<file path="src/rtl/serializador_codigo_pkg.sv">
// Shared definitions for the serial frame transmitter.
//   state_t      : transmitter FSM states
//   DATA_BITS    : payload width (one encoder nibble)
//   FRAME_BITS   : start + data + parity + stop
//   START_LEVEL / STOP_LEVEL : line levels of the framing bits
//   paridade()   : even-parity bit over a data nibble
package serializador_codigo_pkg;
    typedef enum logic [2:0] {IDLE, START, DATA, PARITY, STOP} state_t;

    localparam int   DATA_BITS   = 4;
    localparam int   FRAME_BITS  = 7;
    localparam logic START_LEVEL = 1'b0;
    localparam logic STOP_LEVEL  = 1'b1;

    // XOR of the data bits, so data plus parity holds an even count of ones
    function automatic logic paridade(input logic [DATA_BITS-1:0] d);
        return ^d;
    endfunction
endpackage

</file>
<file path="src/rtl/serializador_codigo_if.sv">
// Handshake and line bundle between the encoder side and the transmitter.
//   dado_in    : encoded nibble (dado_in[0] is the encoder's s0)
//   valid_in   : dado_in valid this cycle
//   ready_out  : holding register empty
//   tx         : serial line, idles high
//   busy       : frame in progress or holding register full
//   frame_done : one-cycle pulse on the last cycle of a frame
// master = encoder/bench side, slave = transmitter.
interface serializador_codigo_if;
    import serializador_codigo_pkg::*;

    logic [DATA_BITS-1:0] dado_in;
    logic                 valid_in;
    logic                 ready_out;
    logic                 tx;
    logic                 busy;
    logic                 frame_done;

    modport master (output dado_in, valid_in,
                    input  ready_out, tx, busy, frame_done);
    modport slave  (input  dado_in, valid_in,
                    output ready_out, tx, busy, frame_done);
endinterface

</file>
<file path="src/rtl/serializador_codigo_contador_bit.sv">
// Bit-period down-counter.
//   clk, rst_n : clock, asynchronous active-low reset
//   load       : restart the bit period on the next edge
//   tick       : high on the last cycle of every bit period
// The counter reloads itself after each tick, so consecutive bit periods
// follow one another without any extra cycle.
module contador_bit #(
    parameter int CLKS_PER_BIT = 4
) (
    input  logic clk,
    input  logic rst_n,
    input  logic load,
    output logic tick
);
    localparam logic [7:0] TOP = 8'(CLKS_PER_BIT - 1);

    logic [7:0] count;

    always_ff @(posedge clk or negedge rst_n) begin
        if (!rst_n)
            count <= '0;
        else if (load || count == 8'd0)
            count <= TOP;
        else
            count <= count - 8'd1;
    end

    assign tick = (count == 8'd0);
endmodule

</file>
<file path="src/rtl/serializador_codigo.sv">
// Serial transmitter for encoded nibbles.
//   clk, rst_n : clock, asynchronous active-low reset
//   bus        : handshake + line bundle (slave modport)
// A one-entry holding register accepts the next word while the current one
// is being shifted out, so back-to-back frames leave no idle gap.
// Frame: start(0), d[0]..d[3], even parity, stop(1); CLKS_PER_BIT cycles each.
module serializador_codigo
    import serializador_codigo_pkg::*;
#(
    parameter int CLKS_PER_BIT = 4
) (
    input  logic                  clk,
    input  logic                  rst_n,
    serializador_codigo_if.slave  bus
);
    state_t               state_q, state_d;
    logic [DATA_BITS-1:0] hold_q;
    logic                 hold_full;
    logic [DATA_BITS-1:0] shifter;
    logic                 paridade_q;
    logic [1:0]           idx;
    logic                 tick;
    logic                 load_shift;

    // Keep the period counter parked while idle so START always gets a
    // full bit period.
    contador_bit #(.CLKS_PER_BIT(CLKS_PER_BIT)) u_contador (
        .clk   (clk),
        .rst_n (rst_n),
        .load  ((state_q == IDLE) || load_shift),
        .tick  (tick)
    );

    always_comb begin
        state_d    = state_q;
        load_shift = 1'b0;
        case (state_q)
            IDLE:   if (hold_full) begin
                        state_d    = START;
                        load_shift = 1'b1;
                    end
            START:  if (tick) state_d = DATA;
            DATA:   if (tick && idx == 2'(DATA_BITS - 1)) state_d = PARITY;
            PARITY: if (tick) state_d = STOP;
            STOP:   if (tick) begin
                        if (hold_full) begin
                            state_d    = START;
                            load_shift = 1'b1;
                        end else begin
                            state_d = IDLE;
                        end
                    end
            default: state_d = IDLE;
        endcase
    end

    always_ff @(posedge clk or negedge rst_n) begin
        if (!rst_n) state_q <= IDLE;
        else        state_q <= state_d;
    end

    // load_shift only fires while hold_full=1, so accept and drain can
    // never coincide on one edge.
    always_ff @(posedge clk or negedge rst_n) begin
        if (!rst_n) begin
            hold_q    <= '0;
            hold_full <= 1'b0;
        end else if (load_shift) begin
            hold_full <= 1'b0;
        end else if (bus.valid_in && !hold_full) begin
            hold_q    <= bus.dado_in;
            hold_full <= 1'b1;
        end
    end

    always_ff @(posedge clk or negedge rst_n) begin
        if (!rst_n) begin
            shifter    <= '0;
            paridade_q <= 1'b0;
            idx        <= '0;
        end else if (load_shift) begin
            shifter    <= hold_q;
            paridade_q <= paridade(hold_q);
            idx        <= '0;
        end else if (state_q == DATA && tick) begin
            shifter <= shifter >> 1;
            idx     <= idx + 2'd1;
        end
    end

    always_comb begin
        case (state_q)
            START:   bus.tx = START_LEVEL;
            DATA:    bus.tx = shifter[0];
            PARITY:  bus.tx = paridade_q;
            STOP:    bus.tx = STOP_LEVEL;
            default: bus.tx = 1'b1;
        endcase
    end

    assign bus.ready_out  = !hold_full;
    assign bus.busy       = (state_q != IDLE) || hold_full;
    assign bus.frame_done = (state_q == STOP) && tick;
endmodule
</file>
<file path="src/flat_wrapper.sv">
// flat-port wrapper written by rule: the top's interface ports become plain ports
module serializador_codigo_flat import serializador_codigo_pkg::*;
#(
    parameter int CLKS_PER_BIT = 4
)
  (clk, rst_n, bus_dado_in, bus_valid_in, bus_ready_out, bus_tx, bus_busy, bus_frame_done);
  serializador_codigo_if bus_i ();
  input  logic clk;
  input  logic rst_n;
  input wire logic [$bits(bus_i.dado_in)-1:0] bus_dado_in;
  input wire logic [$bits(bus_i.valid_in)-1:0] bus_valid_in;
  output wire logic [$bits(bus_i.ready_out)-1:0] bus_ready_out;
  output wire logic [$bits(bus_i.tx)-1:0] bus_tx;
  output wire logic [$bits(bus_i.busy)-1:0] bus_busy;
  output wire logic [$bits(bus_i.frame_done)-1:0] bus_frame_done;
  assign bus_i.dado_in = bus_dado_in;
  assign bus_i.valid_in = bus_valid_in;
  assign bus_ready_out = bus_i.ready_out;
  assign bus_tx = bus_i.tx;
  assign bus_busy = bus_i.busy;
  assign bus_frame_done = bus_i.frame_done;
  serializador_codigo #(.CLKS_PER_BIT(CLKS_PER_BIT)) u_core (.clk(clk), .rst_n(rst_n), .bus(bus_i));
endmodule
</file>
<file path="config.mk">
export PLATFORM = sky130hd
export DESIGN_NAME = serializador_codigo_flat
export DESIGN_NICKNAME = d
export VERILOG_FILES = /design/src/rtl/serializador_codigo_pkg.sv /design/src/rtl/serializador_codigo_if.sv /design/src/rtl/serializador_codigo_contador_bit.sv /design/src/rtl/serializador_codigo.sv /design/src/flat_wrapper.sv
export SDC_FILE = /design/constraint.sdc
export NUM_CORES = 1
export LEC_CHECK = 0
export BUFFER_PORTS_ARGS = -buffer_cell sky130_fd_sc_hd__buf_4
export CAP_MARGIN = 15
export CORE_AREA = 3 3 55 57
export CTS_CLUSTER_SIZE = 25
export DETAILED_ROUTE_END_ITERATION = 10
export DIE_AREA = 0 0 58 60
export SETUP_SLACK_MARGIN = 0.15
export SYNTH_ARGS = -nofsm -noshare
export SYNTH_HDL_FRONTEND = slang
export SYNTH_SLANG_ARGS = --single-unit
</file>
<file path="constraint.sdc">
create_clock -name clk -period 2.95 [get_ports clk]
set_input_delay 0.295 -clock clk [delete_from_list [all_inputs] [get_ports clk]]
set_output_delay 0.295 -clock clk [all_outputs]
set_load 0.05 [all_outputs]
</file>
==> impl_metrics.ini, run 1 <==
[status]
status = finished clean

[floorplan]
core_um2 = 2520
die_area_um2 = 3480
initial_core_util_pct = 46.0
io-pin-count = 11
die_h_um = 60
die_w_um = 58
rows = 18

[routing]
wl_per_cell_um = 13.3
drt-total-wl_um = 1990
dr.pass1.iters = 4
ant_nets = 0
drc = 0
num_vias = 793
drt_iter0_markers = 17
routed_via_density = 5.29

[logic_synthesis]
ys_top_cells_by_count = 23 x dfrtp_1, 17 x nor2_1, 9 x nand2_1, 6 x xnor2_1, 5 x inv_1
synth_cells = 109
ys_async_sr_fraction_pct = 100
yosysUniqueCellTypes = 33
ys.warnings.count = 0
ys_seq_area_share_pct = 49.6
synth_area_um2 = 1160
synthFlopType = dfrtp_1
yosysMostFrequentCell = dfrtp_1
synthesis.nets = 119
synth_edf_count = 0
yosysTopAreaCell = dfrtp_1
synth_area_leaders = dfrtp_1 50%, nor2_1 5.5%, xnor2_1 4.5%
ys_ff_latch = 23
avgSynthCellArea_um2 = 10.6
synth_top_cell_area_share_pct = 49.6

[hold_path]
min_path_cells = 3
hold_class = in -> reg

[cts]
htree_num_levels = 1
clk_latency_ns = 0.32
clk_pin_slew_ns = 0.13
post_cts_buffers = 0
ctsRootBufferMaster = clkbuf_4
cts_tree = built
clock_path_buffers = 2
cts_buffers = 3
clock_sinks = 23

[global_routing]
grt_pass1_wl_um = 3770
grt_pass1_vias = 825
antenna_found_initial = 0
grt_use_total_pct = 14.1
grt_max_degree = 24
grt-ovfl-total = 0

[worst_setup_path]
cp.arrival_ns = 1.83
endpoint_kind = primary output
ff2ff_path_depth = 6
worstPathMaxFanout = 5
setup.worst_path.class = reg -> out
startpoint_type = register
crit_required_ns = 2.65

[timing]
slew_headroom_pct = 74.1
rsz0062_at_grt = no
timing.hold.ws_ns = 0.174
setup_tns_ns = 0
hold_viol_final = 0
setup_viol = 0
fin_worst_skew_ns = 0.00116
fmax_ghz = 0.470
finalMaxSlewViolations = 0
period_share_pct = 72.1
worstMarginPinSlew_ns = 0.387
min_period_ns = 2.13

[final_layout]
fin_util_pct = 51.1
syn_to_final_growth_pct = 11.1
instances_no_fill = 150
nFillCells = 239
drive_gt1_share_pct = 22.5
diodes = 0
fin_nets = 131
seq_area_um2 = 576
multi_input_area_um2 = 542

[flow_run]
cap_violations = 0

[power]
power_frac_seq_pct = 47.0
p_sw_share_pct = 41.1
power.switching_uw = 529
powerDensity_nw_per_um2 = 999
clock_power_share_pct = 12.0
vdd_ir_drop_max_v = 0.000520
p_leak_nw = 0.609
pwr-share-comb_pct = 41.0
p_int_uw = 758

[place]
dp.cells = 145
numPortBuffers = 10
hpwlAfterDp_um = 1480
gp_congestion = 0.791
-- cell families after synthesis --
logic type / after synthesis / share of synthesized area, %
and+or+nand+nor: 46 / 22.1
DFF: 23 / 49.6
AOI/OAI and AO/OA: 12 / 7.88
xor gates and xnor gates: 10 / 7.55
buffers and inverters: 9 / 3.67
muxes: 6 / 5.93
adders and majority gates: 3 / 3.24
-- worst paths after layout --
kind	startpoint	to	slack, ns
min in group asynchronous	rst_n	u_core.state_q[0]$_DFFE_PN0P_	0.38
max in group asynchronous	rst_n	u_core.hold_q[3]$_DFFE_PN0P_	2.35
setup reg to reg	u_core.u_contador.count[0]$_DFF_PN0_	u_core.paridade_q$_DFFE_PN0P_	1.02
setup / recovery	u_core.u_contador.count[0]$_DFF_PN0_	bus_frame_done	0.82
hold / removal	bus_dado_in[3]	u_core.hold_q[3]$_DFFE_PN0P_	0.17
hold reg to reg	u_core.u_contador.count[0]$_DFF_PN0_	u_core.u_contador.count[0]$_DFF_PN0_	0.50
-- layer usage --
| metal | global-route usage (%) | vias up | share of wire (%) |
|---|---|---|---|
| li1 | - | 390 | - |
| met1 | 18.6 | 376 | 46 |
| met2 | 22.4 | 25 | 47 |
| met3 | 4.10 | 2 | 5.9 |
| met4 | 3.97 | 0 | 0.75 |
| met5 | 0 | - | 0 |
-- sequential cells by signal, summed over array words and instances (netlist names) --
name	flops
u_core.hold_full	1
u_core.hold_q	4
u_core.idx	2
u_core.paridade_q	1
u_core.shifter	4
u_core.state_q	3
u_core.u_contador.count	8
-- stage by stage --
stage / setup WS, ns / total power [mW] / area, um^2
after floorplan: 1.18 / 1.03 / 1160
after global placement: 1.11 / 1.13 / 1250
final: 0.823 / 1.29 / 1290
after CTS: 0.798 / 1.30 / 1290
after global routing: 0.684 / 1.41 / 1290
after detailed placement: 1.05 / 1.14 / 1250
-- power by group through the flow --
stage / Sequential [mW] / Combinational (mW) / Clock (mW)
2_1_floorplan: 0.556 / 0.474 / 0
3_3_place_gp: 0.610 / 0.522 / 0
3_5_place_dp: 0.611 / 0.532 / 0
4_1_cts: 0.604 / 0.536 / 0.161
5_1_grt: 0.632 / 0.602 / 0.177
6_report: 0.605 / 0.528 / 0.154
-- final cells by class --
| cell class | instances | share of cell area, % |
|---|---|---|
| multi-input combinational | 77 | 42.0 |
| clock buffer | 3 | 1.75 |
| timing repair buffer | 11 | 6.60 |
| tap | 30 | 2.91 |
| clock inverter | 1 | 0.583 |
| sequential | 23 | 44.7 |
| inverter | 5 | 1.46 |
-- cell usage in the layout, fill, tap and decap left out, types with 3 or more instances in the layout --
cell type,instances
or2_2,3
nor2_1,17
nand2_1,9
mux2_2,3
xor2_1,4
inv_1,5
nand3_1,3
xnor2_1,6
a221o_1,3
buf_4,10
dfrtp_1,23
ha_1,3
clkbuf_4,3
and2_1,3
-- critical path, stage by stage, from the launching register on --
cell and delay, ns:
dfrtp_1 0.43, inv_1 0.09, ha_1 0.14, nor3b_2 0.27
and2_2 0.24, and3_1 0.16, buf_4 0.19
-- repair_timing --
action | in CTS | in global routing
gates resized for setup | 0 | 0
hold buffers | 1 | 0
setup endpoints to repair | 0 | 0
hold endpoints to repair | 23 | 0
(Power assumes the default switching activity.)
==> run 2, diff against run 1 <==
==> constraint.sdc (replaced) <==
create_clock -name clk -period 1.8 [get_ports clk]
set_input_delay 0.18 -clock clk [delete_from_list [all_inputs] [get_ports clk]]
set_output_delay 0.18 -clock clk [all_outputs]
set_load 0.05 [all_outputs]
==> impl_metrics.ini, run 2 (synthesis results as in run 1) <==
[power]
power.switching_mw = 1.00
clock_power_share_pct = 9.4
power.total_mw = 2.52
power_frac_seq_pct = 38.8
p_leak_nw = 0.697
p_int_mw = 1.52
pwr-share-comb_pct = 51.8
vdd_ir_drop_max_v = 0.00111
powerDensity_nw_per_um2 = 1660
p_sw_share_pct = 39.7

[routing]
wl_per_cell_um = 14.2
dr.pass1.iters = 4
drt_iter0_markers = 21
num_vias = 862
ant_nets = 0
drc = 0
drt-total-wl_um = 2350
routed_via_density = 5.19

[hold_path]
min_to = u_core.hold_q[3]$_DFFE_PN0P_
min_path_cells = 3
hold_path.startpoint = bus_dado_in[3]
hold_class = in -> reg

[worst_setup_path]
ff2ff_path_depth = 8
setup.worst_path.class = reg -> reg
crit_chain = inv_2 > ha_4 > nor3b_4 > buf_4 > buf_6 > a21bo_4 > and3_4 > a221o_1
slowest_stage = dfrtp_1
startpoint_type = register
worstPathMaxFanout = 6
endpoint_kind = register
cp.arrival_ns = 2.03
r2r_end = u_core.shifter[0]$_DFFE_PN0P_
path_depth = 8
timing.rr.start = u_core.u_contador.count[0]$_DFF_PN0_
path_delay_family = compound AO/OA/AOI/OAI gates
reg2reg_slack_ns = -0.01
cp_num_buf_inv = 3
max_stage_delay_ns = 0.39
crit_required_ns = 2.01

[timing]
hold_viol_final = 0
finalMaxSlewViolations = 0
min_period_ns = 1.81
rsz0062_at_grt = yes
fin_worst_skew_ns = 0.0112
setup_viol = 2
slew_headroom_pct = 73.7
worstMarginPinSlew_ns = 0.394
fmax_ghz = 0.552
final.setup.worst_slack_ns = -0.0132
timing.hold.ws_ns = 0.0723
period_share_pct = 101

[final_layout]
drive_gt1_share_pct = 43.4
final_area_um2 = 1520
syn_to_final_growth_pct = 31.2
fin_util_pct = 60.3
nFillCells = 220
regMostFlops = u_core.u_contador.count
largest_register_ff_count = 8
fin_nets = 147
final_cell_mix = 21 x buf_4, 21 x dfrtp_1, 12 x nor2_1
diodes = 0
largestRegisters = u_core.u_contador.count x8, u_core.hold_q x4, u_core.shifter x4

[global_routing]
antenna_found_initial = 0
grt_pass1_wl_um = 3930
grt_max_degree = 24
grt-ovfl-total = 0
grt_use_total_pct = 15.2
grt_pass1_vias = 899

[floorplan]
rows = 18
die_w_um = 58
io-pin-count = 11
core_um2 = 2520
die_h_um = 60
die_area_um2 = 3480
initial_core_util_pct = 46.0

[flow_run]
cap_violations = 0

[cts]
ctsRootBufferMaster = clkbuf_4
clk_latency_ns = 0.31
cts_tree = built
cts_buffers = 3
clk_pin_slew_ns = 0.13
clock_sinks = 23
htree_num_levels = 1
clock_path_buffers = 2

[status]
status = finished, violations left
violations = negative setup slack

[place]
gp_congestion = 0.758
dpl_worst_slack_ns = 0.0273
hpwlAfterDp_um = 1520
dpl_cell_area_um2 = 1280
numPortBuffers = 10
## run 2: layout make-up
cell class              count  area [um^2]  share of cell area [%]
multi-input cells          77          628                    41.3
flip-flops and latches     23          578                    38.0
repair buffers             27          231                    15.2
well taps                  30         37.5                    2.47
clock buffers               3         22.5                    1.48
inverters                   5         18.8                    1.23
clock inverters             1         5.00                   0.329
## run 2: power groups by stage
stage               Sequential, mW  Clock [mW]  Combinational [mW]
floorplan                    0.917           0               0.787
global placement             0.990           0               0.927
detailed placement           0.995           0               0.948
CTS                          0.963       0.252                1.10
global route                  1.01       0.278                1.44
finish                       0.979       0.237                1.31
## run 2: worst max path at each step
stage | slack, ns | to | startpoint
6_report | -0.01 | u_core.shifter[0]$_DFFE_PN0P_ | u_core.u_contador.count[0]$_DFF_PN0_
3_5_place_dp | 0.03 | u_core.paridade_q$_DFFE_PN0P_ | u_core.u_contador.count[1]$_DFF_PN0_
2_1_floorplan | 0.13 | u_core.shifter[0]$_DFFE_PN0P_ | u_core.u_contador.count[0]$_DFF_PN0_
3_3_place_gp | 0.1 | u_core.paridade_q$_DFFE_PN0P_ | u_core.u_contador.count[1]$_DFF_PN0_
4_1_cts | 0.01 | bus_frame_done | u_core.u_contador.count[0]$_DFF_PN0_
5_1_grt | -0.09 | u_core.shifter[0]$_DFFE_PN0P_ | u_core.u_contador.count[0]$_DFF_PN0_
## run 2: per-stage QoR
step | std cells | setup TNS (ns)
after floorplan | 109 | 0
after global placement | 148 | 0
after detailed placement | 148 | 0
after CTS | 161 | 0
after global routing | 166 | -0.466
final | 166 | -0.0261
## run 2: what timing repair did
item / 4_1_cts / 5_1_grt
gates cloned: 0 / 0
hold buffers: 1 / 0
pin swaps: 5 / 3
gates resized for setup: 11 / 20
setup endpoints to repair: 10 / 16
endpoints found under the hold margin: 23 / 0
setup buffers: 8 / 5
## run 2: per-layer routing
| metal | up-vias | track usage [%] | wire [um] |
|---|---|---|---|
| met5 | - | 0 | 0 |
| met4 | 0 | 6.95 | 15 |
| met3 | 2 | 2.59 | 66 |
| met2 | 10 | 25.5 | 1130 |
| met1 | 428 | 19.2 | 1140 |
| li1 | 422 | - | - |
## run 2: tightest hold or removal path, delay by kind of cell
family | cells | cell delay [ns]
AND/OR/NAND/NOR | 1 | 0.03
buffers and inverters | 1 | 0.07
AO/OA/AOI/OAI | 1 | 0.07
==> run 3, diff against run 2 <==
--- a/config.mk
+++ b/config.mk
@@ -6,12 +6,13 @@
 export NUM_CORES = 1
 export LEC_CHECK = 0
 export BUFFER_PORTS_ARGS = -buffer_cell sky130_fd_sc_hd__buf_4
-export CAP_MARGIN = 15
-export CORE_AREA = 3 3 55 57
+export CAP_MARGIN = 20
+export CORE_AREA = 3 3 56 58
 export CTS_CLUSTER_SIZE = 25
 export DETAILED_ROUTE_END_ITERATION = 10
-export DIE_AREA = 0 0 58 60
+export DIE_AREA = 0 0 59 61
 export SETUP_SLACK_MARGIN = 0.15
 export SYNTH_ARGS = -nofsm -noshare
 export SYNTH_HDL_FRONTEND = slang
+export SYNTH_HIERARCHICAL = 1
 export SYNTH_SLANG_ARGS = --single-unit
==> impl_metrics.ini, run 3 <==
[final_layout]
fin_nets = 173
largest_register_ff_count = 8
final_common_cell = buf_4
fin_util_pct = 67.5
drive_gt1_share_pct = 58.0
syn_to_final_growth_pct = 52.1
final_area_um2 = 1830
regMostFlops = u_core/u_contador/count
largestRegisters = u_core/u_contador/count x8, u_core/hold_q x4, u_core/shifter x4
final_cell_mix = 33 x buf_4, 19 x dfrtp_1, 15 x buf_6
diodes = 0

[logic_synthesis]
ys_async_sr_fraction_pct = 100
synthFlopType = dfrtp_1
ys_ff_latch = 23
synth_top_cell_area_share_pct = 47.9
synth_area_um2 = 1200
synth_cells = 112
ys.warnings.count = 6
yosysTopAreaCell = dfrtp_1
yosysUniqueCellTypes = 43
avgSynthCellArea_um2 = 10.7
ys_seq_area_share_pct = 47.9
synth_edf_count = 0
yosysMostFrequentCell = dfrtp_1
synthesis.nets = 122
synth_area_leaders = dfrtp_1 48%, mux2_2 6.6%, xnor2_1 4.4%
ys_top_cells_by_count = 23 x dfrtp_1, 9 x nor2_1, 7 x mux2_2, 7 x nand2_1, 6 x xnor2_1

[routing]
dr.pass1.iters = 4
ant_nets = 0
wl_per_cell_um = 15.5
num_vias = 1024
routed_via_density = 5.31
drc = 0
drt-total-wl_um = 2990
drt_iter0_markers = 25

[power]
power.total_mw = 2.98
p_leak_nw = 0.834
powerDensity_nw_per_um2 = 1630
vdd_ir_drop_max_v = 0.00132

[place]
numPortBuffers = 10
gp_congestion = 0.782
hpwlAfterDp_um = 1810
dpl_cell_area_um2 = 1470

[worst_setup_path]
endpoint_kind = register
timing.rr.start = u_core/u_contador/count[1]$_DFF_PN0_
startpoint_type = register
cp.arrival_ns = 2.34
crit_required_ns = 2.02
max_stage_delay_ns = 0.43
slowest_stage = dfrtp_1
worstPathMaxFanout = 4
crit_chain = inv_2 > ha_4 > or3b_4 > nor2_4 > buf_6 > nand2b_4 > nand3_4 > o31ai_4 > nor3_2 > mux2_4
setup.worst_path.class = reg -> reg
cp-startpoint = u_core/u_contador/count[1]$_DFF_PN0_

[global_routing]
grt-ovfl-total = 0
antenna_found_initial = 0
grt_pass1_wl_um = 4740
grt_pass1_vias = 998
grt_max_degree = 24
grt_use_total_pct = 17.9

[floorplan]
die_area_um2 = 3600
die_w_um = 59
core_um2 = 2710
rows = 19
initial_core_util_pct = 44.4
die_h_um = 61
io-pin-count = 11

[cts]
cts_buffers = 3
clock_path_buffers = 2
htree_num_levels = 1
clk_latency_ns = 0.31
cts_tree = built
clk_pin_slew_ns = 0.14
clock_sinks = 23
ctsRootBufferMaster = clkbuf_4

[timing]
period_share_pct = 118
fmax_ghz = 0.471
worstMarginPinSlew_ns = 0.745
slew_headroom_pct = 50.2
timing.hold.ws_ns = 0.0846
rsz0062_at_grt = yes
final.setup.worst_slack_ns = -0.325
finalMaxSlewViolations = 0
setup_viol = 19
hold_viol_final = 0
min_period_ns = 2.12
fin_worst_skew_ns = 0.00716

[status]
violations = negative setup slack
status = finished, violations left

[hold_path]
hold_path.startpoint = bus_dado_in[3]
hold_class = in -> reg

[flow_run]
cap_violations = 0
-- run 3: changes by cell type in the layout (fill, tap and decap cells not counted), sizes merged, moves of 3 or more --
cell	before	now
buf	26	50
nor2	17	10
mux2	4	8
and2	4	1
nor3	0	3
o21ai	2	5
xor2	4	1
-- run 3: what timing repair did --
action                                  in CTS  in global routing
setup buffers                               18                  3
pin swaps                                   11                  6
hold buffers                                 1                  0
endpoints found under the setup margin      22                 22
gates resized for setup                     39                  8
hold endpoints to repair                    23                  0
-- run 3: final cells by class --
cell class | instances | area, um^2
well taps | 31 | 38.8
fillers | 216 | 881
repair buffers | 51 | 457
inverters | 4 | 15.0
flip-flops and latches | 23 | 581
clock buffers | 3 | 22.5
multi-input cells | 80 | 711
clock inverters | 1 | 5.00
-- run 3: report_power, final --
| part | switching, mW | internal (mW) |
|---|---|---|
| logic | 0.788 | 1.02 |
| registers | 0.207 | 0.723 |
| clock network | 0.167 | 0.0830 |
-- run 3: worst paths after layout --
path                       slack (ns)                                   end  cells after the start
hold / removal                   0.08          u_core/hold_q[3]$_DFFE_PN0P_                      2
max in group asynchronous        1.27         u_core/state_q[2]$_DFFE_PN0P_                      2
hold reg to reg                  0.55         u_core/shifter[0]$_DFFE_PN0P_                      1
setup / recovery                -0.32  u_core/u_contador/count[6]$_DFF_PN0_                     10
min in group asynchronous        0.28  u_core/u_contador/count[6]$_DFF_PN0_                      2
setup reg to reg                -0.32  u_core/u_contador/count[6]$_DFF_PN0_                     10
-- run 3: worst max-delay path, delay by kind of cell (launching register included) --
kind | cells | cell delay (ns)
AO/OA/AOI/OAI | 1 | 0.12
AND/OR/NAND/NOR | 5 | 0.89
buffers and inverters | 2 | 0.19
flip-flops | 1 | 0.43
adder cells (fa/ha/maj) | 1 | 0.12
multiplexers | 1 | 0.28
-- run 3: cells by family after synthesis --
| logic type | Yosys count | share of synthesized area [%] |
|---|---|---|
| flops | 23 | 47.9 |
| fa+ha+maj | 3 | 3.12 |
| mux | 10 | 9.16 |
| compound gates | 17 | 9.16 |
| buf+inv | 9 | 4.47 |
| simple gates | 43 | 21.1 |
| xor+xnor | 7 | 5.10 |
-- run 3: layer usage --
| layer | up-vias | track usage (%) | share of wire [%] |
|---|---|---|---|
| li1 | 497 | - | - |
| met1 | 505 | 24.0 | 45 |
| met2 | 18 | 30.1 | 51 |
| met3 | 4 | 2.13 | 3.1 |
| met4 | 0 | 5.83 | 1.2 |
| met5 | - | 0 | 0 |
-- run 3: through the flow --
step                      instances  setup TNS, ns  worst slack (ns)
after global placement          167          -1.09            -0.121
after floorplan                 112         -0.735            -0.183
after global routing            193          -5.49            -0.396
after CTS                       190          -2.83            -0.246
final                           193          -4.33            -0.325
after detailed placement        167          -1.90            -0.188
